## config.mk

```make
export PLATFORM = sky130hd
export DESIGN_NAME = ahb_lite_master
export DESIGN_NICKNAME = d
export VERILOG_FILES = /design/src/rtl/ahb_pkg.sv /design/src/rtl/ahb_lite_master.sv
export SDC_FILE = /design/constraint.sdc
export NUM_CORES = 1
export LEC_CHECK = 0
export BUFFER_PORTS_ARGS = -buffer_cell sky130_fd_sc_hd__buf_4
export CORE_UTILIZATION = 43
export DETAILED_ROUTE_END_ITERATION = 7
export GPL_TIMING_DRIVEN = 0
export PLACE_DENSITY = 0.87
export SLEW_MARGIN = 10
export SYNTH_ARGS = -nofsm -noshare
export SYNTH_HDL_FRONTEND = slang
export SYNTH_SLANG_ARGS = --single-unit
export TNS_END_PERCENT = 30
```

## constraint.sdc

```tcl
create_clock -name HCLK -period 1.4 [get_ports HCLK]
set_clock_uncertainty 0.2 [all_clocks]
set_input_delay 0 -clock HCLK [delete_from_list [all_inputs] [get_ports HCLK]]
set_output_delay 0 -clock HCLK [all_outputs]
set_load 0.02 [all_outputs]
```

## src/rtl/ahb_pkg.sv

```systemverilog
// ahb_pkg: shared AHB-Lite transfer encodings
package ahb_pkg;
  typedef enum logic [1:0] {IDLE = 2'b00, BUSY = 2'b01, NONSEQ = 2'b10, SEQ = 2'b11} htrans_e;
  typedef enum logic [2:0] {SINGLE = 3'b000} hburst_e;
  typedef enum logic [2:0] {BYTE = 3'd0, HALF = 3'd1, WORD = 3'd2, DWORD = 3'd3} hsize_e;
  typedef enum logic {OKAY = 1'b0, ERROR = 1'b1} hresp_e;
endpackage

```

## src/rtl/ahb_lite_master.sv

```systemverilog
// ahb_lite_master: pipelined AHB-Lite initiator issuing SINGLE transfers from a valid/ready command port
module ahb_lite_master
  import ahb_pkg::*;
#(
  parameter int ADDR_WIDTH = 32,
  parameter int DATA_WIDTH = 32,
  parameter int SIZE_WIDTH = 3,
  parameter int BURST_WIDTH = 3,
  parameter int TRANS_WIDTH = 2,
  parameter logic [3:0] HPROT_VAL = 4'b0011
) (
  input  logic                   HCLK,
  input  logic                   HRESETn,
  input  logic                   cmd_valid,
  output logic                   cmd_ready,
  input  logic                   cmd_write,
  input  logic [ADDR_WIDTH-1:0]  cmd_addr,
  input  logic [SIZE_WIDTH-1:0]  cmd_size,
  input  logic [DATA_WIDTH-1:0]  cmd_wdata,
  output logic                   rsp_valid,
  output logic [DATA_WIDTH-1:0]  rsp_rdata,
  output logic                   rsp_err,
  output logic [ADDR_WIDTH-1:0]  HADDR,
  output logic                   HWRITE,
  output logic [SIZE_WIDTH-1:0]  HSIZE,
  output logic [BURST_WIDTH-1:0] HBURST,
  output logic [TRANS_WIDTH-1:0] HTRANS,
  output logic [DATA_WIDTH-1:0]  HWDATA,
  output logic [3:0]             HPROT,
  output logic                   HMASTLOCK,
  input  logic [DATA_WIDTH-1:0]  HRDATA,
  input  logic                   HREADY,
  input  logic                   HRESP
);
  logic                  ap_valid_q, ap_write_q;
  logic [ADDR_WIDTH-1:0] ap_addr_q;
  logic [SIZE_WIDTH-1:0] ap_size_q;
  logic [DATA_WIDTH-1:0] ap_wdata_q;
  logic                  dp_valid_q, dp_write_q;
  logic [DATA_WIDTH-1:0] dp_wdata_q;
  logic                  err_q;
  logic                  rsp_valid_q, rsp_err_q;
  logic [DATA_WIDTH-1:0] rsp_rdata_q;
  logic                  nonseq, accept;
  assign nonseq    = ap_valid_q & ~err_q;
  assign cmd_ready = HRESETn & ~err_q & (~ap_valid_q | HREADY);
  assign accept    = cmd_valid & cmd_ready;
  assign HADDR     = ap_addr_q;
  assign HWRITE    = ap_write_q;
  assign HSIZE     = ap_size_q;
  assign HTRANS    = TRANS_WIDTH'(nonseq ? NONSEQ : IDLE);
  assign HBURST    = BURST_WIDTH'(SINGLE);
  assign HWDATA    = dp_wdata_q;
  assign HPROT     = HPROT_VAL;
  assign HMASTLOCK = 1'b0;
  assign rsp_valid = rsp_valid_q;
  assign rsp_rdata = rsp_rdata_q;
  assign rsp_err   = rsp_err_q;
  // Address/data pipeline slots, two-cycle error recovery and response capture
  always_ff @(posedge HCLK) begin
    if (!HRESETn) begin
      ap_valid_q  <= 1'b0;
      ap_write_q  <= 1'b0;
      ap_addr_q   <= '0;
      ap_size_q   <= '0;
      ap_wdata_q  <= '0;
      dp_valid_q  <= 1'b0;
      dp_write_q  <= 1'b0;
      dp_wdata_q  <= '0;
      err_q       <= 1'b0;
      rsp_valid_q <= 1'b0;
      rsp_rdata_q <= '0;
      rsp_err_q   <= 1'b0;
    end else begin
      rsp_valid_q <= HREADY & dp_valid_q;
      if (HREADY & dp_valid_q) begin
        rsp_rdata_q <= dp_write_q ? '0 : HRDATA;
        rsp_err_q   <= HRESP;
        err_q       <= 1'b0;
      end else if (HRESP & dp_valid_q) begin
        err_q <= 1'b1;
      end
      if (HREADY) begin
        dp_valid_q <= nonseq;
        if (nonseq) begin
          dp_write_q <= ap_write_q;
          dp_wdata_q <= ap_wdata_q;
        end
      end
      if (accept) begin
        ap_valid_q <= 1'b1;
        ap_write_q <= cmd_write;
        ap_addr_q  <= cmd_addr;
        ap_size_q  <= cmd_size;
        ap_wdata_q <= cmd_wdata;
      end else if (HREADY & ~err_q) begin
        ap_valid_q <= 1'b0;
      end
    end
  end
endmodule
```

==> metrics.log, run 1 <==
INFO  metric run_status = complete, but fails checks
INFO  metric failed_checks = design-rule violations, negative setup slack
INFO  metric final_ant_viol_nets = 0
INFO  metric largest_net_degree_at_the_start_of_global_routing = 17
INFO  metric synth_seq_cells = 138
INFO  metric power.density = 1130 nW/um^2
INFO  metric detailedRoute.firstPassIterationCount = 8
INFO  metric std_cell_rows = 39
INFO  metric postRouteWirelength = 20000 um
INFO  metric netSwitchingFraction = 25.1%
INFO  metric finish.cell_count_without_fillers = 1079
INFO  metric count_of_unique_library_cells_instantiated_by_yosys = 23
INFO  metric maximum_fanout_encountered_on_the_critical_timing_path = 10
INFO  metric timing.max_slew.rel_slack = 65.6%
INFO  metric dr.first_iter.drc_count = 389
INFO  metric leakagePower = 0.00404 uW
INFO  metric cts_buffer_depth = 2
INFO  metric grt_pass1_vias = 5913
INFO  metric grtUsageTotal = 31.3%
INFO  metric category_of_the_most_critical_setup_path = reg2reg
INFO  metric cts.htree.levels = 4
INFO  metric synthesis.yosys.warnings = 0
INFO  metric grt_pass1_wl = 30400 um
INFO  metric syn-cell-area = 5130 um^2
INFO  metric clk_pin_slew = 60 ps
INFO  metric report.final.hold_viol_count = 0
INFO  metric tritoncts = done
INFO  metric layout_common_cells = buf_4, dfxtp_1, nand2_1
INFO  metric peakVddDrop = 0.000700 V
INFO  metric final_setup_slack_of_the_worst_path = -144 ps
INFO  metric final_layout_size_suffix_gt1_share = 40.0%
INFO  metric synthesis.area_per_instance = 9.16 um^2
INFO  metric cts_inserted_buffers = 17
INFO  metric num_antenna_cells = 0
INFO  metric worst_ep_required_time = 1540 ps
INFO  metric setup_viol = 84
INFO  metric pin_count = 218
INFO  metric cp-start-kind = flip-flop
INFO  metric detailed_placer_s_ending_hpwl = 10600 um
INFO  metric layout.nets = 1029
INFO  metric layout.cells.most_common = buf_4
INFO  metric place.gp.congestion = 0.794
INFO  metric worst_skew_pair.late_latency = 410 ps
INFO  metric design.core.area = 11500 um^2
INFO  metric p_int = 7800 uW
INFO  metric initial_core_util = 44.5%
INFO  metric fp.dieH = 111 um
INFO  metric share_of_the_yosys_chip_area_belonging_to_registers = 53.9%
INFO  metric overflow = 0
INFO  metric hold_path.class = in2reg
INFO  metric timing.critical_path.to_type = flip-flop
INFO  metric route.vias.total = 5833
INFO  metric final.period_utilization = 110%
INFO  metric tritoncts_num_sinks = 138
INFO  metric finalCriticalPeriod = 1540 ps
INFO  metric min_delay_path_depth = 4
INFO  metric area_growth_syn_to_layout = 79.2%
INFO  metric power.share.clock = 42.7%
INFO  metric routed_via_density = 5.41
INFO  metric timing_max_transition_violations_final = 0
INFO  metric grt_setup_unrepaired = true
INFO  metric place.port_buffers = 208
INFO  metric dp.cells = 918
INFO  metric synthesis.instances = 560
INFO  metric tightest_pin_transition = 515 ps
INFO  metric achievable-frequency = 0.647 GHz
INFO  metric route.detailed.drc = 39
INFO  metric reg2reg_depth = 7
INFO  metric avgRoutedWirePerCell = 18.5 um
INFO  metric floorplan.die_area = 12400 um^2
INFO  metric fp.dieW = 111 um
INFO  metric seq_power_share = 40.7%
INFO  metric maxcap_violations = 0
INFO  metric worst-endpoint-arrival = 1690 ps
INFO  metric fin_tns_setup = -6340 ps
INFO  metric root_buffer = clkbuf_16
INFO  metric grt_antenna_before_repair = 0
INFO  metric pwr-share-comb = 16.5%
INFO  metric net_load_switching_power = 2620 uW
worst max-delay path, stage by stage (launching register included):
cell and delay (ps):
dfxtp_4 370, nor2b_4 120, buf_6 110, buf_6 120, buf_6 110, clkbuf_8 150
nand4_1 190, o21ai_4 110
what timing repair did:
item,4_1_cts,5_1_grt
pin swaps,3,36
hold endpoints to repair,105,2
setup endpoints to repair,132,136
cloned,5,2
hold buffers,104,1
setup buffers,16,4
gates resized for setup,79,99
metrics by stage:
step | hold WS [ps] | instance area [um^2] | utilization (%) | setup WS, ps | total power [uW]
floorplan | -74.3 | 5170 | - | -10.0 | 4910
global placement | 9.91 | 6910 | 60.0 | -253 | 5460
detailed placement | 14.1 | 6910 | 60.0 | -260 | 5490
CTS | 5.09 | 8940 | 77.7 | -188 | 10300
global route | 73.5 | 9200 | 79.8 | -193 | 10700
finish | 40.3 | 9200 | 79.8 | -144 | 10400
flip-flops by register name (all words and copies together), names as in the netlist:
register    cells
HADDR          32
dp_valid_q      1
HWDATA         32
rsp_err         1
ap_wdata_q     32
ap_valid_q      1
rsp_rdata      32
dp_write_q      1
err_q           1
HSIZE           3
HWRITE          1
rsp_valid       1
power groups by stage:
stage          logic, uW  clock network (uW)  registers [uW]
6_report            1720                4450            4240
5_1_grt             1820                4670            4260
4_1_cts             1560                4500            4230
3_5_place_dp        1170                   0            4310
3_3_place_gp        1160                   0            4310
2_1_floorplan        471                   0            4440
kinds of logic after synthesis:
group | synth area share, %
other | 0.146
AO/OA/AOI/OAI | 19.1
flip-flops | 53.9
AND/OR/NAND/NOR | 19.9
buffers and inverters | 7.00
metal layers:
| layer | GRT usage (%) | vias to the layer above | routed length, um |
|---|---|---|---|
| met2 | 56.4 | 326 | 10200 |
| met1 | 34.9 | 2764 | 7620 |
| met5 | 0 | - | 0 |
| li1 | - | 2676 | - |
| met4 | 16.0 | 0 | 780 |
| met3 | 6.23 | 67 | 1350 |
Yosys cell counts:
| library cell | instances | area [um^2] |
|---|---|---|
| o21ai_2 | 20 | 175 |
| nor2_1 | 1 | 3.75 |
| buf_4 | 14 | 105 |
| and3_4 | 1 | 11.3 |
| a21boi_1 | 8 | 60.1 |
| and3_1 | 1 | 6.26 |
| nand3b_1 | 1 | 7.51 |
| nand2_1 | 135 | 507 |
| clkbuf_1 | 25 | 93.8 |
| and3b_1 | 1 | 8.76 |
| a21oi_1 | 2 | 10.0 |
| nand4_1 | 68 | 425 |
| a21boi_2 | 1 | 11.3 |
| buf_2 | 19 | 95.1 |
| a22o_1 | 33 | 289 |
| nor2b_1 | 5 | 31.3 |
| o21ai_0 | 48 | 240 |
| nand2b_1 | 3 | 18.8 |
| buf_6 | 4 | 45.0 |
| conb_1 | 2 | 7.51 |
| dfxtp_1 | 138 | 2760 |
| clkbuf_2 | 4 | 20.0 |
| a21boi_0 | 26 | 195 |
path summary, 6_finish.rpt:
kind | from | to | slack, ps
worst min-delay path | HREADY | dp_valid_q | 40
worst max-delay path | err_q | HADDR[12] | -140
worst max register to register | err_q | HADDR[12] | -140
worst min register to register | HWDATA[2] | HWDATA[2] | 250
final cells by class:
type                            count  area (um^2)
Timing Repair Buffer              340         2930
Sequential cell                   138         2770
Fill cell                         691         2320
Multi-Input combinational cell    363         2180
Buffer                             64          548
Clock buffer                       18          429
Tap cell                          143          179
Clock inverter                     13          153
No activity file was read; power rests on OpenSTA's default activity.
==> inputs of run 2 (changes only) <==
--- a/config.mk
+++ b/config.mk
@@ -6,10 +6,10 @@
 export NUM_CORES = 1
 export LEC_CHECK = 0
 export BUFFER_PORTS_ARGS = -buffer_cell sky130_fd_sc_hd__buf_4
-export CORE_UTILIZATION = 43
+export CORE_UTILIZATION = 47
 export DETAILED_ROUTE_END_ITERATION = 7
 export GPL_TIMING_DRIVEN = 0
-export PLACE_DENSITY = 0.87
+export PLACE_DENSITY = 0.9
 export SLEW_MARGIN = 10
 export SYNTH_ARGS = -nofsm -noshare
 export SYNTH_HDL_FRONTEND = slang
==> constraint.sdc (replaced) <==
create_clock -name HCLK -period 1.44 [get_ports HCLK]
set_clock_uncertainty 0.2 [all_clocks]
set_input_delay 0 -clock HCLK [delete_from_list [all_inputs] [get_ports HCLK]]
set_output_delay 0 -clock HCLK [all_outputs]
set_load 0.02 [all_outputs]
==> run 2 against run 1 <==
  * The flow finishes with violations (negative setup slack)
  * Utilization is 8.0 points higher
  * Die area fell by 8.4%
  * Count of clock-buffer cells in the layout unchanged
  * Register-to-register slack lost 70 ps
  * Setup slack worse by 110 ps
  * Sequential power shrank 3%
  * First-iteration DRC count grew 17%
  * Sequential cell count did not move
  * Critical path depth unchanged
==> metrics.log, run 2 (same netlist as run 1, synthesis figures left out) <==
INFO  metric overflow = 0 (unchanged)
INFO  metric worst-endpoint-arrival = 1500 ps (was 1690 ps)
INFO  metric route.vias.total = 6070 (was 5833)
INFO  metric power = 10300 uW (was 10400 uW)
INFO  metric globalRouteMet3Util = 9.75% (was 6.23%)
INFO  metric grt_pass1_wl = 31400 um (was 30400 um)
INFO  metric fp.dieH = 106 um (was 111 um)
INFO  metric initial_core_util = 49.0% (was 44.5%)
INFO  metric timing.critical_path.slowest_stage_cell = dfxtp_2 (was dfxtp_4)
INFO  metric cts_inserted_buffers = 17 (unchanged)
INFO  metric floorplan.die_area = 11300 um^2 (was 12400 um^2)
INFO  metric power.density = 1120 nW/um^2 (was 1130 nW/um^2)
INFO  metric place.port_buffers = 208 (unchanged)
INFO  metric layout.nets = 1023 (was 1029)
INFO  metric std_cell_rows = 37 (was 39)
INFO  metric critPathMostFrequentCell = buf_6 (unchanged)
INFO  metric grt_setup_unrepaired = true (unchanged)
INFO  metric tightest_pin_transition = 515 ps (about the same)
INFO  metric design.core.area = 10500 um^2 (was 11500 um^2)
INFO  metric setup_viol = 74 (was 84)
INFO  metric dp.cells = 911 (was 918)
INFO  metric cp-start-kind = flip-flop (unchanged)
INFO  metric leakagePower = 0.00400 uW (was 0.00404 uW)
INFO  metric largest_net_degree_at_the_start_of_global_routing = 20 (was 17)
INFO  metric maximum_fanout_encountered_on_the_critical_timing_path = 2 (was 10)
INFO  metric detailed_placer_s_ending_hpwl = 10900 um (was 10600 um)
INFO  metric tritoncts_num_sinks = 138 (unchanged)
INFO  metric cts_buffer_depth = 2 (unchanged)
INFO  metric dr.first_iter.drc_count = 457 (was 389)
INFO  metric area_growth_syn_to_layout = 79.1% (was 79.2%)
INFO  metric fp.dieW = 106 um (was 111 um)
INFO  metric failed_checks = negative setup slack (was design-rule violations, negative setup slack)
INFO  metric final_setup_slack_of_the_worst_path = -257 ps (was -144 ps)
INFO  metric hold_path.class = in2reg (unchanged)
INFO  metric timing.max_slew.rel_slack = 65.7% (was 65.6%)
INFO  metric finalCriticalPeriod = 1700 ps
INFO  metric final_ant_viol_nets = 0 (unchanged)
INFO  metric critical_path_buf_inv_count = 4 (unchanged)
INFO  metric worst_ep_required_time = 1240 ps (was 1540 ps)
INFO  metric pin_count = 218 (unchanged)
INFO  metric grtUsageTotal = 36.1% (was 31.3%)
INFO  metric maxcap_violations = 0 (unchanged)
INFO  metric report.final.hold_viol_count = 0 (unchanged)
INFO  metric layout_common_cells = buf_4, dfxtp_1, nand2_1 (unchanged)
INFO  metric tritoncts = done (unchanged)
INFO  metric path_cells = nand2b_1 -> buf_6 -> buf_6 -> buf_6 -> nand2_4 -> nor2_4 -> buf_6 (was nor2b_4 -> buf_6 -> buf_6 -> buf_6 -> clkbuf_8 -> nand4_1 -> o21ai_4)
INFO  metric cts.htree.levels = 4 (unchanged)
INFO  metric critical-path-top-delay-family = buffers and inverters (unchanged)
INFO  metric routed_via_density = 5.68 (was 5.41)
INFO  metric global_route.peak_usage_layer = met2 (unchanged)
INFO  metric timing_max_transition_violations_final = 0 (unchanged)
INFO  metric finish.cell_count_without_fillers = 1068 (was 1079)
INFO  metric use_met1 = 35.9% (was 34.9%)
INFO  metric finalHoldWorstSlack = 25.5 ps (was 40.3 ps)
INFO  metric final.period_utilization = 118%
INFO  metric grt_antenna_before_repair = 1 (was 0)
INFO  metric fin_tns_setup = -7470 ps (was -6340 ps)
INFO  metric category_of_the_most_critical_setup_path = reg2out (was reg2reg)
INFO  metric run_status = complete, but fails checks (unchanged)
INFO  metric worst_skew_pair.late_latency = 540 ps (was 410 ps)
INFO  metric layout.cells.most_common = buf_4 (unchanged)
INFO  metric avgRoutedWirePerCell = 20.5 um (was 18.5 um)
INFO  metric grt_pass1_vias = 6206 (was 5913)
INFO  metric timing.critical_path.to_type = primary output (was flip-flop)
INFO  metric route.detailed.drc = 0 (was 39)
INFO  metric root_buffer = clkbuf_8 (was clkbuf_16)
INFO  metric final_layout_size_suffix_gt1_share = 40.4% (was 40.0%)
INFO  metric detailedRoute.firstPassIterationCount = 5 (was 8)
INFO  metric peakVddDrop = 0.000850 V (was 0.000700 V)
INFO  metric place.gp.congestion = 0.867 (was 0.794)
INFO  metric postRouteWirelength = 21900 um (was 20000 um)
INFO  metric achievable-frequency = 0.589 GHz
INFO  metric timing.critical_path.slowest_cell_delay = 320 ps (was 370 ps)
INFO  metric clk_pin_slew = 70 ps (was 60 ps)
INFO  metric use_met2 = 67.3% (was 56.4%)
[run 2: layer usage]
layer	vias up	part of all wire [%]
li1	2670	-
met1	2885	35
met2	392	52
met3	123	7.8
met4	0	5.7
met5	-	0
[run 2: power breakdown]
part	switching [uW]	internal, uW	total, uW
sequential	126	4010	4130
clock	1850	2550	4400
combinational	840	876	1720
total	2820	7440	10300
[run 2: worst paths after layout]
| check | startpoint | endpoint | slack [ps] | cells after the start |
|---|---|---|---|---|
| hold / removal | HREADY | HADDR[16] | 30 | 7 |
| hold reg to reg | HWDATA[8] | HWDATA[8] | 260 | 2 |
| setup / recovery | ap_valid_q | cmd_ready | -260 | 7 |
| setup reg to reg | ap_valid_q | HADDR[15] | -210 | 8 |
[run 2: cell type report]
| type | instances | area, um^2 |
|---|---|---|
| Multi-Input combinational cell | 363 | 2230 |
| Antenna cell | 1 | 2.50 |
| Fill cell | 478 | 1270 |
| Sequential cell | 138 | 2770 |
| Clock buffer | 18 | 428 |
| Buffer | 64 | 554 |
| Tap cell | 136 | 170 |
| Timing Repair Buffer | 334 | 2870 |
| Clock inverter | 14 | 161 |
[run 2: metrics by stage]
stage	worst slack [ps]	util, %	area, um^2
final	-257	87.8	9190
after global routing	-299	87.8	9190
after CTS	-259	85.1	8900
after detailed placement	-285	65.8	6890
after global placement	-252	65.8	6890
after floorplan	4.69	-	5160
[run 2: what timing repair did]
action,CTS,global route
gates cloned,2,4
endpoints found under the hold margin,108,1
hold buffers,105,1
resized for setup,110,85
pin swaps,6,44
endpoints found under the setup margin,132,127
buffers inserted,8,6
[run 2: tightest hold or removal path, cell delays in order]
cell and delay, ps:
buf_4 90, nand2b_1 110, buf_6 110, buf_6 100
buf_4 160, nand4_1 100, o21ai_1 70
